## src/rtl/std_fifo_rd_arbiter.sv

```systemverilog
// -----------------------------------------------------------------------------
// std_fifo_rd_arbiter
//
// Shares the read port of one standard-mode (non-FWFT) FIFO between
// NUM_PORTS requesters. A round-robin arbiter issues at most one FIFO read per
// cycle. A tag pipeline as deep as the FIFO read latency records which
// requester won each read. When the word comes back, it is steered to that
// requester.
//
// Ports:
//   clk                  rising-edge clock
//   arst                 asynchronous active-high reset
//   port_req[N]          level request per requester (one word per granted cycle)
//   port_gnt[N]          one-hot/zero grant, combinational, same cycle as request
//   port_dout[W]         shared return data (FIFO dout passed straight through)
//   port_dout_valid[N]   one-hot/zero owner of port_dout this cycle
//   standard_fifo_dout   FIFO read data
//   standard_fifo_empty  FIFO empty flag
//   standard_fifo_rd_en  FIFO read enable (OR of port_gnt)
// -----------------------------------------------------------------------------
module std_fifo_rd_arbiter #(
    parameter int NUM_PORTS                  = 2,
    parameter int STANDARD_FIFO_READ_LATENCY = 1,
    parameter int STANDARD_FIFO_DOUT_WIDTH   = 8
) (
    input  logic                                clk,
    input  logic                                arst,
    input  logic [NUM_PORTS-1:0]                port_req,
    output logic [NUM_PORTS-1:0]                port_gnt,
    output logic [STANDARD_FIFO_DOUT_WIDTH-1:0] port_dout,
    output logic [NUM_PORTS-1:0]                port_dout_valid,
    input  logic [STANDARD_FIFO_DOUT_WIDTH-1:0] standard_fifo_dout,
    input  logic                                standard_fifo_empty,
    output logic                                standard_fifo_rd_en
);

    localparam int PTR_W = (NUM_PORTS > 1) ? $clog2(NUM_PORTS) : 1;
    localparam int LAT   = STANDARD_FIFO_READ_LATENCY;
    localparam logic [PTR_W-1:0] LAST_PORT = PTR_W'(NUM_PORTS - 1);

    logic [PTR_W-1:0]     rr_ptr;
    logic                 pick_vld;
    logic [PTR_W-1:0]     pick_idx;
    logic [NUM_PORTS-1:0] tag_p [LAT];

    // Round-robin search starting at ptr. The loop runs from the farthest
    // candidate back to ptr itself. As a result, the nearest requester in
    // search order is the last one written and wins.
    // Returns {found, index}.
    function automatic logic [PTR_W:0] rr_pick(
        input logic [NUM_PORTS-1:0] req,
        input logic [PTR_W-1:0]     ptr
    );
        logic [PTR_W:0]   res;
        logic [PTR_W-1:0] pidx;
        int               idx;
        res = '0;
        for (int i = NUM_PORTS - 1; i >= 0; i--) begin
            idx  = (int'(ptr) + i) % NUM_PORTS;
            pidx = idx[PTR_W-1:0];
            if (req[pidx]) begin
                res = {1'b1, pidx};
            end
        end
        return res;
    endfunction

    // Stage p0: combinational grant. Nothing is issued while the FIFO is
    // empty or while reset is high. Gating on arst means that a read never
    // starts in the cycle reset rises, so no data can appear later for it.
    always_comb begin
        {pick_vld, pick_idx} = rr_pick(port_req, rr_ptr);
        port_gnt = '0;
        if (pick_vld && !standard_fifo_empty && !arst) begin
            port_gnt = NUM_PORTS'(1) << pick_idx;
        end
    end

    assign standard_fifo_rd_en = |port_gnt;

    always_ff @(posedge clk or posedge arst) begin
        if (arst) begin
            rr_ptr <= '0;
        end else if (standard_fifo_rd_en) begin
            rr_ptr <= (pick_idx == LAST_PORT) ? '0 : pick_idx + 1'b1;
        end
    end

    // Stages p1..pLAT: the grant tags follow the read through the FIFO
    // latency. The last stage lines up with valid FIFO dout.
    always_ff @(posedge clk or posedge arst) begin
        if (arst) begin
            for (int j = 0; j < LAT; j++) begin
                tag_p[j] <= '0;
            end
        end else begin
            tag_p[0] <= port_gnt;
            for (int j = 1; j < LAT; j++) begin
                tag_p[j] <= tag_p[j-1];
            end
        end
    end

    assign port_dout_valid = tag_p[LAT-1];
    assign port_dout       = standard_fifo_dout;

endmodule

```

## config.mk

```make
export PLATFORM = sky130hd
export DESIGN_NAME = std_fifo_rd_arbiter
export DESIGN_NICKNAME = d
export VERILOG_FILES = /design/src/rtl/std_fifo_rd_arbiter.sv
export SDC_FILE = /design/constraint.sdc
export NUM_CORES = 1
export LEC_CHECK = 0
export CAP_MARGIN = 5
export CORE_AREA = 2 2 39 41
export CTS_CLUSTER_SIZE = 24
export DETAILED_ROUTE_END_ITERATION = 10
export DIE_AREA = 0 0 41 43
export SYNTH_ARGS = -nofsm -noshare
export SYNTH_HDL_FRONTEND = slang
export SYNTH_SLANG_ARGS = --single-unit
```

## constraint.sdc

```tcl
create_clock -name clk -period 2.02 [get_ports clk]
set_input_delay 0.606 -clock clk [delete_from_list [all_inputs] [get_ports clk]]
set_output_delay 0.606 -clock clk [all_outputs]
set_load 0.02 [all_outputs]
```

==> flow_summary.yaml, run 1 <==
status:
  status: "completed"
timing:
  fin_crit_sh_pct: 98.6
  final.setup.tns_ns: 0
  setup_viol: 0
  timing.slew.headroom_pct: 85.8
  finalMaxSlewViolations: 0
  layout_setup_ws_ns: 0.0281
  worst_pin_slew_ns: 0.212
  fin_skew_ns: 0.000903
  fmax_mhz: 502
  period_needed_ns: 1.99
  fin_hold_ws_ns: 0.239
  hold_viol: 0
logic_synthesis:
  synth-seq-cells: 3
  synth_area_um2: 190
  syn_avg_cell_area_um2: 9.51
  synth.distinct_cells: 10
  yosysSeqAreaShare_pct: 39.5
  ys_warn_count: 0
  synth_cells: 20
  syn-num-nets: 33
power:
  ir_drop_v: 0.000140
  power_w: 0.000221
  p_per_area_nw_per_um2: 655
  p_leak_nw: 0.171
global_routing:
  grt_usage_pct: 6.22
  grt_max_degree: 5
  grt_pass1_vias: 193
  grt_overflow: 0
  antenna_found_initial: 0
  grt_pass1_wl_um: 690
finish:
  syn2layout_area_growth_pct: 77.0
  drive_gt1_share_pct: 63.6
  final_core_util_pct: 24.3
  fin_nets: 47
  diodes: 0
floorplanning:
  core_region_area_um2: 1380
  dieArea_um2: 1760
  initial_utilization_pct: 13.7
  die_h_um: 43
  pin_count: 26
  rows: 14
  die_x_um: 41
critical_path:
  cp_cell_sequence: "buf_2 -> or3b_4 -> a21oi_4 -> buf_6"
  crit_slowest_cell: "or3b_4"
  critPathKind: "primary input to output pin"
  crit_arrival_ns: 1.39
  path_max_fanout: 3
  worst_setup_path_end_kind: "output pin"
  start_kind: "primary input"
  cp.required_ns: 1.41
  cp-startpoint: "standard_fifo_empty"
  rr_startpoint: "rr_ptr$_DFFE_PP0P_"
  worst_path_largest_cell_delay_ns: 0.39
placement:
  numPortBuffers: 9
  gp_congestion: 0.645
  pre_cts_ws_ns: -0.862
cts:
  clock_latency_ns: 0.23
  cts_buffers: 3
  cts_max_path_buffers: 2
  clockRootBuffer: "clkbuf_4"
  clock-sinks: 3
  worst_setup_hold_path_clk_slew_ns: 0.04
  h-tree-depth: 1
  cts_tree: "yes"
min_path:
  min_path_type: "primary input to asynchronous set/reset pin"
detailed_routing:
  routedWlPerCell_um: 8.90
  drt_wl_total_um: 436
  first_pass_iters: 1
  drt.antenna.violating_nets: 0
  vias: 170
  drc_errors: 0
  drtIter0Drc: 0
  vias_per_cell: 3.47
job:
  drv_cap: 0
## critical path: cells and delay by family
kind	cells	cell delay (ns)
and+or+nand+nor	1	0.39
buffers and inverters	2	0.25
AOI/OAI and AO/OA	1	0.14
## cell families after synthesis
logic type / share of synthesized area (%)
buffers and inverters: 35.5
flip-flops: 39.5
multiplexers: 5.26
AND/OR/NAND/NOR: 13.2
AO/OA/AOI/OAI: 6.58
## through the flow
step	instance area, um2	std cells
floorplan	190	20
global placement	263	40
detailed placement	263	40
CTS	310	47
global route	337	49
finish	337	49
## layer usage
metal | GRT usage, % | share of wire [%]
met2 | 8.44 | 56
met1 | 6.43 | 32
met5 | 0 | 0
met3 | 1.57 | 11
met4 | 8.00 | 0
## timing repair
action / CTS / global route
buffers inserted: 3 / 2
hold buffers: 0 / 0
resized for setup: 37 / 2
pin swaps: 1 / 0
setup endpoints to repair: 3 / 2
## synth_stat cells
library cell	number	share of area (%)
buf_4	8	32
dfrtp_1	3	39
inv_1	2	3.9
a21boi_0	1	3.9
a21oi_1	1	2.6
mux2i_1	1	5.3
nor2_1	1	2.0
nor3_1	1	2.6
nor3b_1	1	3.9
or3b_1	1	4.6
## report_power, final
group          internal [W]  switching, W
combinational     0.0000261     0.0000213
sequential        0.0000655    0.00000413
clock             0.0000739     0.0000296
## final timing paths
| check | to | slack [ns] | cells after the start |
|---|---|---|---|
| worst max-delay path | port_gnt[0] | 0.03 | 4 |
| worst max register to register | port_dout_valid[1]$_DFF_PP0_ | 0.95 | 5 |
| worst min-delay path | port_dout_valid[0]$_DFF_PP0_ | 0.24 | 2 |
| max in group asynchronous | rr_ptr$_DFFE_PP0P_ | 1.66 | 2 |
| worst min register to register | port_dout_valid[0]$_DFF_PP0_ | 0.62 | 2 |
| min in group clk | port_dout_valid[0]$_DFF_PP0_ | 0.62 | 2 |
## final cells by class
class / count / area [um2]
Sequential cell: 3 / 75.1
Clock buffer: 4 / 26.3
Tap cell: 16 / 20.0
Fill cell: 154 / 1050
Timing Repair Buffer: 17 / 138
Inverter: 2 / 7.51
Multi-Input combinational cell: 7 / 70.1
## flip-flops by register name, summed over array words and instances, names as in the netlist
signal / flops
port_dout_valid: 2
rr_ptr: 1
## cells in the final DEF (no fill, tap or decap), types with 2 or more instances in the layout
cell             netlist  final
clkbuf_4               0      3
buf_6                  0      3
inv_1                  2      2
clkdlybuf4s50_1        0      2
buf_4                  8      8
dfrtp_1                3      3
buf_2                  0      3
(Power assumes the default switching activity.)
==> run 2: changes to the inputs <==
Settings changed: ABC_AREA set to 0.
==> results of run 2 <==
The final DEF is identical to that of run 1; final timing and power are the same.
==> run 3: changes to the inputs <==
Clock period 2.02 ns to 2.15 ns, I/O delays scaled along.
==> run 3 against run 2 <==
Against the previous run: sequential share of layout area up 0.68 points; flip-flop and latch count is the same; non-clock buffer count stayed put; register-to-register slack better by 0.27 ns; critical endpoint unchanged; clock power is essentially flat; hold slack better by 0.18 ns.
==> flow_summary.yaml, run 3 (synthesis results as in run 1) <==
status:
  status: "completed"
finish:
  drive_gt1_share_pct: 63.6
  fillers: 158
  diodes: 0
  fin_nets: 47
  layout_commonest_cell: "buf_4"
  final_cell_mix: "9 x buf_4, 3 x clkbuf_4, 3 x buf_2, 3 x dfrtp_1"
  largest_reg_flops: 2
  syn2layout_area_growth_pct: 71.7
  stdcell_area_um2: 327
  stdcell_count: 49
  final_core_util_pct: 23.6
global_routing:
  grt_usage_pct: 6.64
  grt_max_degree: 5
  grt_pass1_wl_um: 641
  grt_pass1_vias: 164
  antenna_found_initial: 0
  grt_overflow: 0
power:
  combPwrFrac_pct: 20.5
  p_per_area_nw_per_um2: 639
  p_int_w: 0.000155
  p_seq_share_pct: 31.3
  switchingPower_w: 0.0000543
  power.share.switching_pct: 26.0
  power_w: 0.000209
  p_clk_share_pct: 48.2
  ir_drop_v: 0.000189
  p_leak_nw: 0.167
detailed_routing:
  drt_wl_total_um: 408
  routedWlPerCell_um: 8.33
  drt.antenna.violating_nets: 0
  first_pass_iters: 1
  drtIter0Drc: 0
  vias: 166
  drc_errors: 0
  vias_per_cell: 3.39
critical_path:
  cp.required_ns: 1.50
  path_max_fanout: 4
  worst_setup_path_end_kind: "output pin"
  start_kind: "primary input"
  cp-startpoint: "arst"
  worst_path_largest_cell_delay_ns: 0.41
  crit_slowest_cell: "or3b_4"
  cp_cell_sequence: "buf_2 -> or3b_4 -> a21oi_4 -> buf_6"
  crit_arrival_ns: 1.45
  rr_startpoint: "rr_ptr$_DFFE_PP0P_"
  path_delay_family: "simple AND/OR/NAND/NOR gates"
  worst-path-buf-inv: 2
  critPathKind: "primary input to output pin"
min_path:
  min_path_type: "primary input to asynchronous set/reset pin"
floorplanning:
  rows: 14
  die_h_um: 43
  initial_utilization_pct: 13.7
  die_x_um: 41
  dieArea_um2: 1760
  pin_count: 26
  core_region_area_um2: 1380
placement:
  gp_congestion: 0.603
  placed_cells: 42
  numPortBuffers: 9
  dpl-instance-area_um2: 278
timing:
  timing.slew.headroom_pct: 86.0
  final.setup.tns_ns: 0
  worst_pin_slew_ns: 0.210
  setup_viol: 0
  finalMaxSlewViolations: 0
  rsz0062_at_grt: "false"
  fmax_mhz: 478
  fin_skew_ns: 0.00280
  hold_viol: 0
  fin_crit_sh_pct: 97.3
  period_needed_ns: 2.09
cts:
  clock-sinks: 3
  cts_buffers: 3
  cts_tree: "yes"
  worst_setup_hold_path_clk_slew_ns: 0.04
  clock_latency_ns: 0.24
  h-tree-depth: 1
  cts_max_path_buffers: 2
  clockRootBuffer: "clkbuf_4"
job:
  drv_cap: 0
-- run 3: layer usage --
layer	GRT usage, %	wire length (um)
met4	12.0	12
met1	6.80	156
met3	3.14	48
met5	0	0
met2	6.56	191
-- run 3: worst paths after layout --
check | endpoint | slack [ns] | cells after the start
setup / recovery | port_gnt[0] | 0.06 | 4
hold reg to reg | port_dout_valid[0]$_DFF_PP0_ | 0.61 | 2
min in group clk | port_dout_valid[0]$_DFF_PP0_ | 0.61 | 2
hold / removal | port_dout_valid[0]$_DFF_PP0_ | 0.42 | 3
setup reg to reg | port_dout_valid[1]$_DFF_PP0_ | 1.22 | 4
max in group asynchronous | port_dout_valid[1]$_DFF_PP0_ | 1.60 | 3
-- run 3: metrics by stage --
stage / setup slack, ns / hold slack (ns)
2_1_floorplan: 0.0621 / 0.399
3_3_place_gp: -0.806 / 0.469
3_5_place_dp: -0.801 / 0.475
4_1_cts: 0.00771 / 0.419
5_1_grt: 0.0268 / 0.435
6_report: 0.0584 / 0.418
-- run 3: area by class of cell --
class | count | area [um2] | share of cell area [%]
Timing Repair Buffer | 17 | 128 | 39.1
Sequential cell | 3 | 75.1 | 23.0
Inverter | 2 | 7.51 | 2.30
Clock buffer | 4 | 26.3 | 8.05
Tap cell | 16 | 20.0 | 6.13
Multi-Input combinational cell | 7 | 70.1 | 21.5
-- run 3: worst min-delay path, stage by stage --
cell   delay [ns]
buf_2        0.12
buf_4        0.12
inv_1        0.10
-- run 3: repair_timing --
action / CTS / global route
hold buffers: 0 / 0
pin swaps: 1 / 0
setup buffers: 2 / 1
endpoints found under the hold margin: 0 / 0
resized for setup: 32 / 3
setup endpoints to repair: 3 / 1
-- run 3: power by group through the flow --
stage / Sequential (W) / Combinational [W] / Clock (W)
floorplan: 0.0000659 / 0.0000348 / 0
global placement: 0.0000643 / 0.0000399 / 0
detailed placement: 0.0000645 / 0.0000396 / 0
CTS: 0.0000644 / 0.0000407 / 0.000104
global route: 0.0000660 / 0.0000470 / 0.000112
finish: 0.0000654 / 0.0000428 / 0.000101
